===== config.mk =====
export PLATFORM = sky130hd
export DESIGN_NAME = mux_rr_stream
export DESIGN_NICKNAME = d
export VERILOG_FILES = /design/src/rtl/mux_rr_stream.sv
export SDC_FILE = /design/constraint.sdc
export NUM_CORES = 1
export LEC_CHECK = 0
export BUFFER_PORTS_ARGS = -buffer_cell sky130_fd_sc_hd__buf_2
export CAP_MARGIN = 5
export CORE_AREA = 8 8 57 59
export CTS_BUF_LIST = sky130_fd_sc_hd__clkbuf_16
export CTS_CLUSTER_DIAMETER = 30
export CTS_CLUSTER_SIZE = 8
export DETAILED_ROUTE_END_ITERATION = 10
export DIE_AREA = 0 0 65 67
export HOLD_SLACK_MARGIN = 0.1
export PLACE_DENSITY_LB_ADDON = 0.15
export SYNTH_ARGS = -nofsm -noshare
export SYNTH_HDL_FRONTEND = slang
export SYNTH_SLANG_ARGS = --single-unit

===== constraint.sdc =====
create_clock -name clk -period 2.2 [get_ports clk]
set_input_delay 0 -clock clk [delete_from_list [all_inputs] [get_ports clk]]
set_output_delay 0 -clock clk [all_outputs]
set_load 0.01 [all_outputs]

===== src/rtl/mux_rr_stream.sv =====
// N-channel valid/ready stream multiplexer with a single registered output stage.
// Channel selection is either an external index (manual) or a fair rotating pointer (round-robin).
module mux_rr_stream #(
    parameter int WIDTH = 8,
    parameter int N_CH  = 4,
    localparam int SEL_W = $clog2(N_CH)
) (
    input  logic                    clk,
    input  logic                    rst,
    input  logic [N_CH*WIDTH-1:0]   in_data,
    input  logic [N_CH-1:0]         in_valid,
    output logic [N_CH-1:0]         in_ready,
    input  logic                    mode,
    input  logic [SEL_W-1:0]        sel,
    output logic [WIDTH-1:0]        out_data,
    output logic [SEL_W-1:0]        out_ch,
    output logic                    out_valid,
    input  logic                    out_ready
);

    localparam int PAD_N = 1 << SEL_W;

    logic [WIDTH-1:0]  out_data_q;
    logic [SEL_W-1:0]  out_ch_q;
    logic              out_valid_q;
    logic [SEL_W-1:0]  ptr_q;
    logic [SEL_W-1:0]  ptr_d;

    logic [PAD_N-1:0]  valid_pad;
    logic [SEL_W-1:0]  grant;
    logic              grant_vld;
    logic              load;
    logic              xfer;
    logic [SEL_W:0]    rr_idx;

    // Indices at or above N_CH read as "not valid", so out-of-range selects never grant.
    assign valid_pad = PAD_N'(in_valid);

    assign load = !out_valid_q || out_ready;
    assign xfer = grant_vld && load && !rst;

    always_comb begin
        grant     = '0;
        grant_vld = 1'b0;
        rr_idx    = '0;
        if (!mode) begin
            grant     = sel;
            grant_vld = valid_pad[sel];
        end else begin
            // Walk from the farthest candidate back to ptr so the nearest valid one wins.
            for (int k = N_CH - 1; k >= 0; k--) begin
                rr_idx = {1'b0, ptr_q} + (SEL_W+1)'(k);
                if (rr_idx >= (SEL_W+1)'(N_CH)) begin
                    rr_idx = rr_idx - (SEL_W+1)'(N_CH);
                end
                if (valid_pad[rr_idx[SEL_W-1:0]]) begin
                    grant     = rr_idx[SEL_W-1:0];
                    grant_vld = 1'b1;
                end
            end
        end
    end

    always_comb begin
        in_ready = '0;
        if (xfer) begin
            in_ready = N_CH'(1) << grant;
        end
    end

    always_comb begin
        ptr_d = ptr_q;
        if (xfer && mode) begin
            ptr_d = (grant == SEL_W'(N_CH - 1)) ? '0 : grant + SEL_W'(1);
        end
    end

    always_ff @(posedge clk or posedge rst) begin
        if (rst) begin
            out_data_q  <= '0;
            out_ch_q    <= '0;
            out_valid_q <= 1'b0;
            ptr_q       <= '0;
        end else begin
            ptr_q <= ptr_d;
            if (xfer) begin
                out_data_q  <= in_data[grant*WIDTH +: WIDTH];
                out_ch_q    <= grant;
                out_valid_q <= 1'b1;
            end else if (load) begin
                out_valid_q <= 1'b0;
            end
        end
    end

    assign out_data  = out_data_q;
    assign out_ch    = out_ch_q;
    assign out_valid = out_valid_q;

endmodule


==> metrics.yaml <==
grt_max_degree: 21
route.detailed.drc: 0
rrSetupSlack_ns: 0.26
startpoint_type: "flop"
rsz0062_at_grt: "no"
layout_common_cells: "buf_2, dlygate4sd3_1, mux2i_1"
min_period_ns: 2.00
hpwl_um: 2260
power_frac_comb_pct: 43.4
drv_cap: 0
numCtsBuffers: 3
clk_latency_ns: 0.24
synth_area_leader_cell: "dfrtp_1"
fp.dieH_um: 67
tightest_slew_ns: 0.521
p_seq_share_pct: 29.7
drtAntennaViolNets: 0
grt_pass1_vias: 1166
power_leakage_uw: 0.000829
syn_avg_cell_area_um2: 9.70
finalClockSkew_ns: 0.00142
fillers: 200
initial_core_util_pct: 41.9
grt-ovfl-total: 0
rows: 18
synth_cells: 102
drtIter0Drc: 61
ys_seq_area_share_pct: 32.9
layout_setup_ws_ns: 0.196
critPathMaxFanout: 11
cts_tree: "yes"
wire_per_inst_um: 15.0
hp-start: "in_data[12]"
die_area_um2: 4360
r2r_cells: 7
htreeDepth: 1
p_clk_share_pct: 26.9
gp_congestion: 0.875
synth_area_leaders: "dfrtp_1, mux2i_1, o221ai_2"
maxSlewViolCount: 0
r2r-end: "out_data[6]$_DFFE_PP0P_"
worst_hold_path.num_cells: 3
cp_data_arrival_time_ns: 2.00
synth_top_area_share_pct: 32.9
viasPerCell: 5.13
syn_nets: 144
clk_pin_slew_ns: 0.04
first_pass_iters: 4
portBuffers: 56
outcome: "complete, no violations"
hp-class: "input pin to flop"
grt_use_total_pct: 15.5
critical_path.endpoint_type: "output port"
setup_viol: 0
slew_headroom_pct: 65.2
p_int_uw: 827
root_buffer: "clkbuf_16"
synth-seq-cells: 13
critPathKind: "flop to output port"
syn-cell-area_um2: 990
syn_to_final_growth_pct: 64.2
core_um2: 2360
final_common_cell: "buf_2"
hold_path_end: "out_data[4]$_DFFE_PP0P_"
yosysWarningCount: 0
num_antenna_cells: 0
grt_pass1_wl_um: 5320
finalCritPeriodShare_pct: 91.1
required_ns: 2.20
total_power_uw: 1250
clock-sinks: 13
fin_nets: 227
ios: 57
place_ws_ns: 0.231
power_density_nw_per_um2: 770
reg2reg_from: "ptr_q[1]$_DFFE_PP0P_"
drive_gt1_share_pct: 40.8
hold_viol: 0
wl_um: 3220
vias: 1097
clockBufferDepth: 2
cts_setup_buffers: 0
fin_tns_setup_ns: 0
sw_frac_of_total_pct: 33.9
p_switching_uw: 425
fmax_ghz: 0.499
ys_types: 29
dieWidth_um: 65
antenna_found_initial: 0
ir_worst_vdd_mv: 0.509
synth_stat cells (all sizes together):
master	instances
nand2b	6
a2bb2oi	1
nor2	10
inv	7
and2	1
o22a	1
o211ai	1
a211o	1
or2	1
a211oi	1
a221oi	1
clkbuf	1
nand2	10
dfrtp	13
a21boi	1
xor2	1
a21oi	5
o21ai	6
nor2b	1
o221ai	8
mux4	1
mux2i	16
nand3b	1
buf	4
nand3	2
a31oi	1
registers in the layout, summed over array words and instances (netlist names):
signal	cells
out_ch	2
out_data	8
out_valid	1
ptr_q	2
worst max-delay path: stages (launching register included):
cell and delay [ns]:
dfrtp_1 0.44, and2_1 0.18, o21ai_1 0.06, a21oi_1 0.15, a2bb2oi_1 0.34, nand2b_2 0.28, nor2_1 0.17, buf_2 0.14
repair_timing:
| item | CTS | global route |
|---|---|---|
| resized for setup | 0 | 1 |
| hold buffers | 24 | 0 |
| setup endpoints to repair | 0 | 2 |
| endpoints found under the hold margin | 21 | 0 |
layer usage:
| layer | track usage (%) | wire length (µm) | vias to the layer above |
|---|---|---|---|
| met4 | 5.72 | 39 | 0 |
| met5 | 0 | 0 | - |
| met2 | 27.7 | 1650 | 41 |
| met3 | 5.87 | 263 | 5 |
| met1 | 16.2 | 1270 | 512 |
| li1 | - | - | 539 |
how the worst max path moves through the flow:
stage                    startpoint                       to  slack [ns]  depth (start not counted)
2_1_floorplan  ptr_q[1]$_DFFE_PP0P_  out_data[5]$_DFFE_PP0P_        0.47                          6
3_3_place_gp   ptr_q[1]$_DFFE_PP0P_  out_data[6]$_DFFE_PP0P_        0.30                          7
3_5_place_dp   ptr_q[1]$_DFFE_PP0P_  out_data[3]$_DFFE_PP0P_        0.23                          7
4_1_cts        ptr_q[1]$_DFFE_PP0P_              in_ready[1]        0.05                          7
5_1_grt        ptr_q[1]$_DFFE_PP0P_              in_ready[1]        0.06                          7
6_report       ptr_q[1]$_DFFE_PP0P_              in_ready[1]        0.20                          7
final cells by class:
class	instances	area, µm²	area share, %
inverter	7	26.3	1.62
sequential	13	325	20.0
clock buffer	3	75.1	4.62
tap	30	37.5	2.31
multi-input combinational	77	602	37.0
clock inverter	1	3.75	0.231
timing repair buffer	83	556	34.2
stage by stage:
stage | cell area, µm² | utilization [%] | hold WS, ns | cells
3_5_place_dp | 1300 | 55.1 | 0.0705 | 186
6_report | 1630 | 68.7 | 0.0919 | 214
2_1_floorplan | 990 | - | -0.123 | 102
3_3_place_gp | 1300 | 55.1 | 0.0648 | 186
4_1_cts | 1620 | 68.6 | 0.100 | 214
5_1_grt | 1630 | 68.7 | 0.113 | 214
power by group through the flow:
stage | combinational (µW) | clock, µW | sequential [µW]
4_1_cts | 549 | 343 | 372
3_5_place_dp | 516 | 0 | 373
5_1_grt | 602 | 360 | 382
2_1_floorplan | 322 | 0 | 394
3_3_place_gp | 505 | 0 | 371
6_report | 543 | 337 | 372
cell families (layout without fill, tap and decap cells):
family | Yosys count | in the layout | synth area share (%)
mux | 17 | 17 | 18.5
xor+xnor | 1 | 1 | 0.885
flops | 13 | 13 | 32.9
buf+inv | 12 | 94 | 6.57
simple gates | 32 | 32 | 15.0
compound gates | 27 | 27 | 26.2
Power figures use the tool's default switching activity.
